## config.mk

```make
export PLATFORM = sky130hd
export DESIGN_NAME = sp_fifo_rd_adapter
export DESIGN_NICKNAME = d
export VERILOG_FILES = /design/src/rtl/sp_fifo_pkg.sv /design/src/rtl/rd_skid_buf3.sv /design/src/rtl/sp_fifo_rd_adapter.sv
export SDC_FILE = /design/constraint.sdc
export NUM_CORES = 1
export LEC_CHECK = 0
export ABC_AREA = 0
export BUFFER_PORTS_ARGS = -buffer_cell sky130_fd_sc_hd__buf_2
export CORE_ASPECT_RATIO = 1.25
export CORE_MARGIN = 2
export CORE_UTILIZATION = 60
export CTS_CLUSTER_DIAMETER = 60
export CTS_CLUSTER_SIZE = 14
export DETAILED_ROUTE_END_ITERATION = 12
export PLACE_DENSITY = 0.95
export SLEW_MARGIN = 25
export SYNTH_ARGS = -nofsm -noshare
export SYNTH_HDL_FRONTEND = slang
export SYNTH_SLANG_ARGS = --single-unit
```

## constraint.sdc

```tcl
create_clock -name clk -period 4.6 [get_ports clk]
set_input_delay 0.23 -clock clk [delete_from_list [all_inputs] [get_ports clk]]
set_output_delay 0.23 -clock clk [all_outputs]
set_load 0.005 [all_outputs]
```

## src/rtl/sp_fifo_pkg.sv

```systemverilog
// Shared types and defaults for the sp_fifo read-side adapter.
// Holds the state enum, default sizes and the skid buffer depth.
package sp_fifo_pkg;

  localparam int DEPTH_DEF   = 16;
  localparam int DW_DEF      = 8;
  localparam int BUF_ENTRIES = 3;

  typedef enum logic [1:0] {
    S_IDLE,
    S_RUN,
    S_ERR
  } rd_state_e;

endpackage

```

## src/rtl/rd_skid_buf3.sv

```systemverilog
// Three-entry circular skid buffer with registered head.
// Ports: clk, rst (async high), push/push_data, pop, head, entries.
module rd_skid_buf3
  import sp_fifo_pkg::*;
#(
  parameter int DW = DW_DEF
) (
  input  logic          clk,
  input  logic          rst,
  input  logic          push,
  input  logic [DW-1:0] push_data,
  input  logic          pop,
  output logic [DW-1:0] head,
  output logic [1:0]    entries
);

  logic [DW-1:0] mem_q [BUF_ENTRIES];
  logic [1:0]    wp_q, rp_q, cnt_q;
  logic          pop_ok;

  function automatic logic [1:0] inc(input logic [1:0] p);
    return (p == 2'd2) ? 2'd0 : p + 2'd1;
  endfunction

  // A pop from an empty buffer is ignored.
  assign pop_ok  = pop && (cnt_q != 2'd0);
  assign head    = mem_q[rp_q];
  assign entries = cnt_q;

  always_ff @(posedge clk or posedge rst) begin
    if (rst) begin
      for (int i = 0; i < BUF_ENTRIES; i++) mem_q[i] <= '0;
      wp_q  <= '0;
      rp_q  <= '0;
      cnt_q <= '0;
    end else begin
      // Push into a full buffer is only legal alongside a pop;
      // the slot written is the one the head is leaving.
      if (push) begin
        mem_q[wp_q] <= push_data;
        wp_q        <= inc(wp_q);
      end
      if (pop_ok) rp_q <= inc(rp_q);
      cnt_q <= cnt_q + 2'(push) - 2'(pop_ok);
    end
  end

endmodule

```

## src/rtl/sp_fifo_rd_adapter.sv

```systemverilog
// Read-side adapter for a flagless sp_fifo: tracks occupancy, issues reads,
// presents data as valid/ready. Optional stats: SP_FIFO_RD_STATS_EN.
module sp_fifo_rd_adapter
  import sp_fifo_pkg::*;
#(
  parameter  int DEPTH = DEPTH_DEF,
  parameter  int DW    = DW_DEF,
  localparam int CW    = $clog2(DEPTH + 1)
) (
  input  logic          clk,
  input  logic          rst,
  input  logic          fifo_wr_en,
  output logic          fifo_rd_en,
  input  logic [DW-1:0] fifo_dout,
  output logic          m_valid,
  output logic [DW-1:0] m_data,
  input  logic          m_ready,
  output logic [CW-1:0] occupancy,
  output logic          overflow,
`ifdef SP_FIFO_RD_STATS_EN
  output logic [15:0]   pop_cnt,
  output logic [CW-1:0] max_occ,
`endif
  input  logic          clr_err
);

  rd_state_e     state_q, state_d;
  logic [CW-1:0] occ_q, occ_d;
  logic          ovf_q, ovf_d;
  logic          infl_q;
  logic [1:0]    entries;
  logic          ovf_ev, clr_go, pop;

  assign ovf_ev = fifo_wr_en && (occ_q == CW'(DEPTH));
  assign clr_go = (state_q == S_ERR) && clr_err;
  assign pop    = m_valid && m_ready;

  // Counts words in flight plus buffered so a read is only issued when
  // its word is guaranteed a slot; m_ready never reaches this path.
  assign fifo_rd_en = (state_q == S_RUN) && (occ_q != '0) &&
                      (({1'b0, entries} + {2'b0, infl_q}) < 3'(BUF_ENTRIES));

  assign m_valid   = (entries != 2'd0);
  assign occupancy = occ_q;
  assign overflow  = ovf_q;

  always_comb begin
    occ_d   = occ_q;
    ovf_d   = ovf_q;
    state_d = state_q;
    if (clr_go) begin
      occ_d   = '0;
      ovf_d   = 1'b0;
      state_d = S_IDLE;
    end else if (ovf_ev) begin
      occ_d   = CW'(DEPTH);
      ovf_d   = 1'b1;
      state_d = S_ERR;
    end else begin
      occ_d = occ_q + CW'(fifo_wr_en) - CW'(fifo_rd_en);
      // Next-state uses the updated count so reads start the cycle
      // right after the first write lands.
      unique case (state_q)
        S_IDLE:  if (occ_d != '0) state_d = S_RUN;
        S_RUN:   if (occ_d == '0) state_d = S_IDLE;
        S_ERR:   state_d = S_ERR;
        default: state_d = S_IDLE;
      endcase
    end
  end

  always_ff @(posedge clk or posedge rst) begin
    if (rst) begin
      state_q <= S_IDLE;
      occ_q   <= '0;
      ovf_q   <= 1'b0;
      infl_q  <= 1'b0;
    end else begin
      state_q <= state_d;
      occ_q   <= occ_d;
      ovf_q   <= ovf_d;
      infl_q  <= fifo_rd_en;
    end
  end

  rd_skid_buf3 #(.DW(DW)) u_buf (
    .clk       (clk),
    .rst       (rst),
    .push      (infl_q),
    .push_data (fifo_dout),
    .pop       (pop),
    .head      (m_data),
    .entries   (entries)
  );

`ifdef SP_FIFO_RD_STATS_EN
  logic [15:0]   pop_cnt_q;
  logic [CW-1:0] max_occ_q;

  assign pop_cnt = pop_cnt_q;
  assign max_occ = max_occ_q;

  always_ff @(posedge clk or posedge rst) begin
    if (rst) begin
      pop_cnt_q <= '0;
      max_occ_q <= '0;
    end else begin
      if (pop && (pop_cnt_q != 16'hFFFF)) pop_cnt_q <= pop_cnt_q + 16'd1;
      if (clr_go)                max_occ_q <= '0;
      else if (occ_d > max_occ_q) max_occ_q <= occ_d;
    end
  end
`endif

endmodule

```

==> flow_summary.ini, run 1 <==
[timing]
fmaxAchievable_mhz = 316.5
setup_viol_count_final = 0
hold_violations = 0
fin_crit_ns = 3.160
drv_slew = 0
final.setup.tns_ns = 0
rsz0062_at_grt = false
tightest_slew_ns = 0.7708
period_share_pct = 68.69
relSlewSlack_pct = 48.34
finClkSkew_ns = 0.007216

[run_status]
status = completed

[place]
hpwl_mm = 2.386
port_buffers = 28
globalplace.congestion = 0.7762
dpl_cell_area_mm2 = 0.002048

[cts]
clkSlewWorstSetupHoldPaths_ns = 0.11
cts_tree = built
post_cts_buffers = 0
numCtsBuffers = 5
clk-insertion-delay-late_ns = 0.36
cts.sinks = 39
htreeDepth = 2
hold_buffers = 1
clk_path_buf_depth = 2
cts_root_buffer = clkbuf_4
cts_resized = 0

[pwr]
ir_drop_v = 0.0006602
leakagePower_uw = 0.001042
power_uw = 1822
p_per_area_mw_per_mm2 = 843.8

[setup_path]
crit_type = flip-flop to flip-flop
cp.arrival_ns = 3.43
cp.required_ns = 4.87
cp-end-kind = flip-flop
worstSetupStartpointType = flip-flop
path_max_fanout = 5
timing.rr.start = infl_q
cp-startpoint = infl_q

[hold_path]
worstHoldStart = fifo_dout[0]
holdCritPathClass = input pin to flip-flop

[yosys]
yosysTopAreaCellShare_pct = 52.10
synth_enable_flop_cells = 0
syn_area_mm2 = 0.001873
synth_seq_cells = 39
ys.flop_type = dfrtp_1
ys_types = 28
ys_warn_count = 0
syn_nets = 182
synth_top_area_cell = dfrtp_1
synthCells = 158
synth_area_leaders = dfrtp_1, mux2_2, ha_1
async_flop_share_pct = 100.0
syn_avg_cell_area_um2 = 11.85
synth_seq_area_share_pct = 52.10

[floorplan]
core_mm2 = 0.002945
io_pins = 29
die_h_um = 66.47
dieArea_mm2 = 0.003587
initial_utilization_pct = 63.59
num_rows = 22
die_w_um = 53.98

[global_routing]
grt_max_degree = 40
grt_usage_pct = 21.96
overflow = 0
grt_pass1_wl_mm = 5.492
grt_pass1_vias = 1230
antenna_found_initial = 0

[routing]
vias = 1253
drcViolationCount = 0
first_pass_iters = 4
ant_nets = 0
drt_iter0_drc = 15
routed_wl_mm = 3.372
wl_per_cell_um = 14.79
vias_per_cell = 5.496

[layout]
fill_cells = 192
final_area_mm2 = 0.002160
seq_area_um2 = 975.9
multi_input_area_um2 = 827.0
areaGrowthSynthToFinish_pct = 15.30
drive_above_1_share_pct = 32.81
fin_nets = 215
antenna_cells = 0
mostFrequentLayoutCell = dfrtp_1
layout_common_cells = dfrtp_1, buf_2, mux2_2

[run]
maxCapViolations = 0
-- critical path, cell delays in order, from the launching register on --
cell	delay, ns
dfrtp_1	0.44
ha_1	0.21
ha_1	0.18
or3b_2	0.43
a221oi_1	0.33
ha_1	0.20
inv_1	0.04
ha_1	0.20
fa_1	0.41
a21oi_1	0.14
o21bai_1	0.08
xnor2_1	0.15
a311oi_1	0.26
-- registers in the layout, indices dropped and copies added (netlist names) --
| register | flops |
|---|---|
| infl_q | 1 |
| u_buf.rp_q | 2 |
| u_buf.entries | 2 |
| state_q | 2 |
| u_buf.mem_q | 24 |
| occupancy | 5 |
| overflow | 1 |
| u_buf.wp_q | 2 |
-- Yosys cell counts, types with 3 or more instances --
cell type	count
a21o_1	3
a21oi_1	4
dfrtp_1	39
ha_1	10
inv_1	14
mux2_2	24
mux2i_1	8
nand2_1	11
nor2_1	6
o21ai_0	11
xnor2_1	6
-- path summary, 6_finish.rpt --
check	end	slack [ns]	depth (start not counted)
min reg2reg	state_q[0]	0.46	1
max in group asynchronous	u_buf.mem_q[23]	3.75	4
min	u_buf.mem_q[16]	0.12	2
max	state_q[0]	1.44	12
max reg2reg	state_q[0]	1.44	12
min in group asynchronous	u_buf.mem_q[21]	0.51	4
-- cells by family (layout without fill, tap and decap cells) --
family,count (synthesis),count (layout),synth area share (%)
AOI/OAI and AO/OA,21,21,6.547
and+or+nand+nor,31,31,8.351
buffers and inverters,18,52,3.741
adders and majority gates,11,11,7.749
DFF,39,39,52.10
xor gates and xnor gates,6,6,2.806
muxes,32,32,18.70
-- routing by layer --
metal | routed length [um] | up-vias | part of all wire, % | global-route usage [%]
met2 | 1701 | 28 | 50 | 36.59
met4 | 76 | 0 | 2.3 | 10.63
met3 | 176 | 9 | 5.2 | 6.502
met1 | 1417 | 613 | 42 | 25.15
li1 | - | 603 | - | -
met5 | 0 | - | 0 | 0
-- stage by stage --
step	utilization [%]	cells	worst slack (ns)	hold slack [ns]
after floorplan	-	158	1.570	0.3805
after global placement	69.54	219	1.553	0.3590
after detailed placement	69.54	219	1.443	0.3673
after CTS	73.32	228	1.419	0.1172
after global routing	73.32	228	1.218	0.1138
final	73.32	228	1.440	0.1241
-- power by group --
part	internal [uW]	switching, uW
Combinational	477	407
Clock	170	112
Sequential	523	134
-- area by class of cell --
type / instances / share of cell area [%]
repair buffers: 30 / 7.300
multi-input cells: 101 / 38.30
inverters: 14 / 2.433
well taps: 36 / 2.086
flip-flops and latches: 39 / 45.19
clock inverters: 2 / 2.781
clock buffers: 6 / 1.912
Note: power is estimated with default switching activity, not from simulation.
==> inputs of run 2 (changes only) <==
--- a/config.mk
+++ b/config.mk
@@ -9,11 +9,11 @@
 export BUFFER_PORTS_ARGS = -buffer_cell sky130_fd_sc_hd__buf_2
 export CORE_ASPECT_RATIO = 1.25
 export CORE_MARGIN = 2
-export CORE_UTILIZATION = 60
+export CORE_UTILIZATION = 50
 export CTS_CLUSTER_DIAMETER = 60
 export CTS_CLUSTER_SIZE = 14
 export DETAILED_ROUTE_END_ITERATION = 12
-export PLACE_DENSITY = 0.95
+export PLACE_DENSITY = 0.86
 export SLEW_MARGIN = 25
 export SYNTH_ARGS = -nofsm -noshare
 export SYNTH_HDL_FRONTEND = slang
==> constraint.sdc (replaced) <==
create_clock -name clk -period 2.5 [get_ports clk]
set_input_delay 0.125 -clock clk [delete_from_list [all_inputs] [get_ports clk]]
set_output_delay 0.125 -clock clk [all_outputs]
set_load 0.005 [all_outputs]
==> run 2 against run 1 <==
Against the previous run:
- the run now ends with DRC, setup timing left
- power increased by 96%
- combinational power is 130% higher
- die area rose by 19%
- largest power group unchanged
- critical path type unchanged
- clock power grew 43%
- largest cell class unchanged
- critical endpoint unchanged
==> flow_summary.ini, run 2 (synthesis results as in run 1) <==
[timing]
period_share_pct = 111.0
setup_viol_count_final = 4
fmaxAchievable_mhz = 360.3
relSlewSlack_pct = 49.17
worst_slack_ns = -0.2755
rsz0062_at_grt = true
tightest_slew_ns = 0.7583
finClkSkew_ns = 0.005185
hold_violations = 0
fin_crit_ns = 2.775
drv_slew = 0

[floorplan]
dieArea_mm2 = 0.004255
die_h_um = 72.43
initial_utilization_pct = 52.86
io_pins = 29
die_w_um = 58.75
core_mm2 = 0.003543
num_rows = 24

[routing]
wl_per_cell_um = 14.39
drt_iter0_drc = 16
drcViolationCount = 1
routed_wl_mm = 3.482
first_pass_iters = 8
ant_nets = 0
vias_per_cell = 5.376
vias = 1301

[global_routing]
overflow = 0
grt_max_degree = 40
antenna_found_initial = 0
grt_pass1_wl_mm = 5.899
grt_pass1_vias = 1409
grt_usage_pct = 18.89

[setup_path]
path_max_fanout = 2
crit_type = flip-flop to flip-flop
cp.required_ns = 2.70
cp_common_cell = ha_2
crit_slowest_cell = dfrtp_1
cpPeakStageDelay_ns = 0.39
timing.rr.start = u_buf.entries[0]
cp-end-kind = flip-flop
path_cells = ha_2 -> ha_2 -> or3b_4 -> a221oi_4 -> ha_1 -> inv_1 -> ha_2 -> fa_2 -> a21oi_2 -> o21bai_1 -> xnor2_1 -> a311oi_1
cp.arrival_ns = 2.97
cp-startpoint = u_buf.entries[0]
worstSetupStartpointType = flip-flop

[layout]
layout_common_cells = dfrtp_1, buf_2, mux2_2
fin_nets = 226
regMostFlops = u_buf.mem_q
fill_cells = 294
drive_above_1_share_pct = 40.39
largest_register_ffs = 24
areaGrowthSynthToFinish_pct = 21.24
mostFrequentLayoutCell = dfrtp_1
antenna_cells = 0
layoutNonFillerInstCount = 242

[cts]
clkSlewWorstSetupHoldPaths_ns = 0.07
cts_root_buffer = clkbuf_8
clk_path_buf_depth = 2
numCtsBuffers = 5
cts_tree = built
clk-insertion-delay-late_ns = 0.29
htreeDepth = 2
cts.sinks = 39

[place]
globalplace.congestion = 0.7599
port_buffers = 28
place_inst = 233
hpwl_mm = 2.546

[run_status]
violations = DRC, setup timing
status = finished, violations left

[pwr]
leakagePower_uw = 0.001086
ir_drop_v = 0.001073
p_per_area_mw_per_mm2 = 1570
power_uw = 3565

[hold_path]
worstHoldStart = fifo_dout[1]
holdCritPathClass = input pin to flip-flop

[run]
maxCapViolations = 0
## run 2: cell count changes in the layout (fill, tap and decap cells not counted), moves of 2 or more
cell	delta
buf_4	+11
clkbuf_4	-5
clkbuf_8	+5
ha_1	-3
ha_2	+3
bufinv_16	-2
## run 2: metrics by stage
stage          worst slack [ns]  utilization [%]  area, um2  hold WS, ns  setup TNS, ns
2_1_floorplan           -0.1998                -       1912       0.2755        -0.3683
3_5_place_dp            -0.2790            61.33       2173       0.2772        -0.6091
4_1_cts                 -0.2841            64.09       2271      0.08212        -0.6185
3_3_place_gp            -0.1882            61.33       2173       0.2633        -0.3354
5_1_grt                 -0.4069            64.09       2271      0.08011         -1.201
6_report                -0.2755            64.09       2271      0.09451        -0.5986
## run 2: report_power, final
| group | switching [uW] | internal [uW] |
|---|---|---|
| sequential | 183 | 966 |
| combinational | 903 | 1110 |
| clock | 209 | 195 |
## run 2: path summary, 6_finish.rpt
check / endpoint / slack [ns] / cells after the start
min in group asynchronous: occupancy[3] / 0.50 / 4
worst min register to register: state_q[0] / 0.48 / 1
worst min-delay path: u_buf.mem_q[9] / 0.09 / 2
max in group asynchronous: u_buf.entries[0] / 1.66 / 4
worst max register to register: state_q[0] / -0.28 / 12
worst max-delay path: state_q[0] / -0.28 / 12
## run 2: routing by layer
metal	up-vias	share of wire [%]	track usage [%]
met5	-	0	0
met4	0	1.6	7.071
met3	6	3.9	5.348
met2	27	54	35.19
met1	639	40	19.51
li1	629	-	-
## run 2: layout make-up
class,count,area (um2),share of cell area [%]
clock buffers,6,72.57,3.196
clock inverters,2,12.51,0.5510
inverters,14,52.55,2.314
multi-input cells,101,868.3,38.24
flip-flops and latches,39,975.9,42.98
well taps,39,48.80,2.149
repair buffers,41,240.2,10.58
## run 2: what timing repair did
action,4_1_cts,5_1_grt
pin swaps,1,0
gates resized for setup,1,0
endpoints found under the setup margin,4,5
hold buffers,1,0
hold endpoints to repair,39,0
buffers inserted,0,0
## run 2: critical path, delay by kind of cell (launching register included)
kind,cells,cell delay [ns]
adder cells (fa/ha/maj),5,1.08
flip-flops,1,0.39
AND/OR/NAND/NOR,1,0.38
AO/OA/AOI/OAI,4,0.65
XOR/XNOR,1,0.15
buffers and inverters,1,0.04
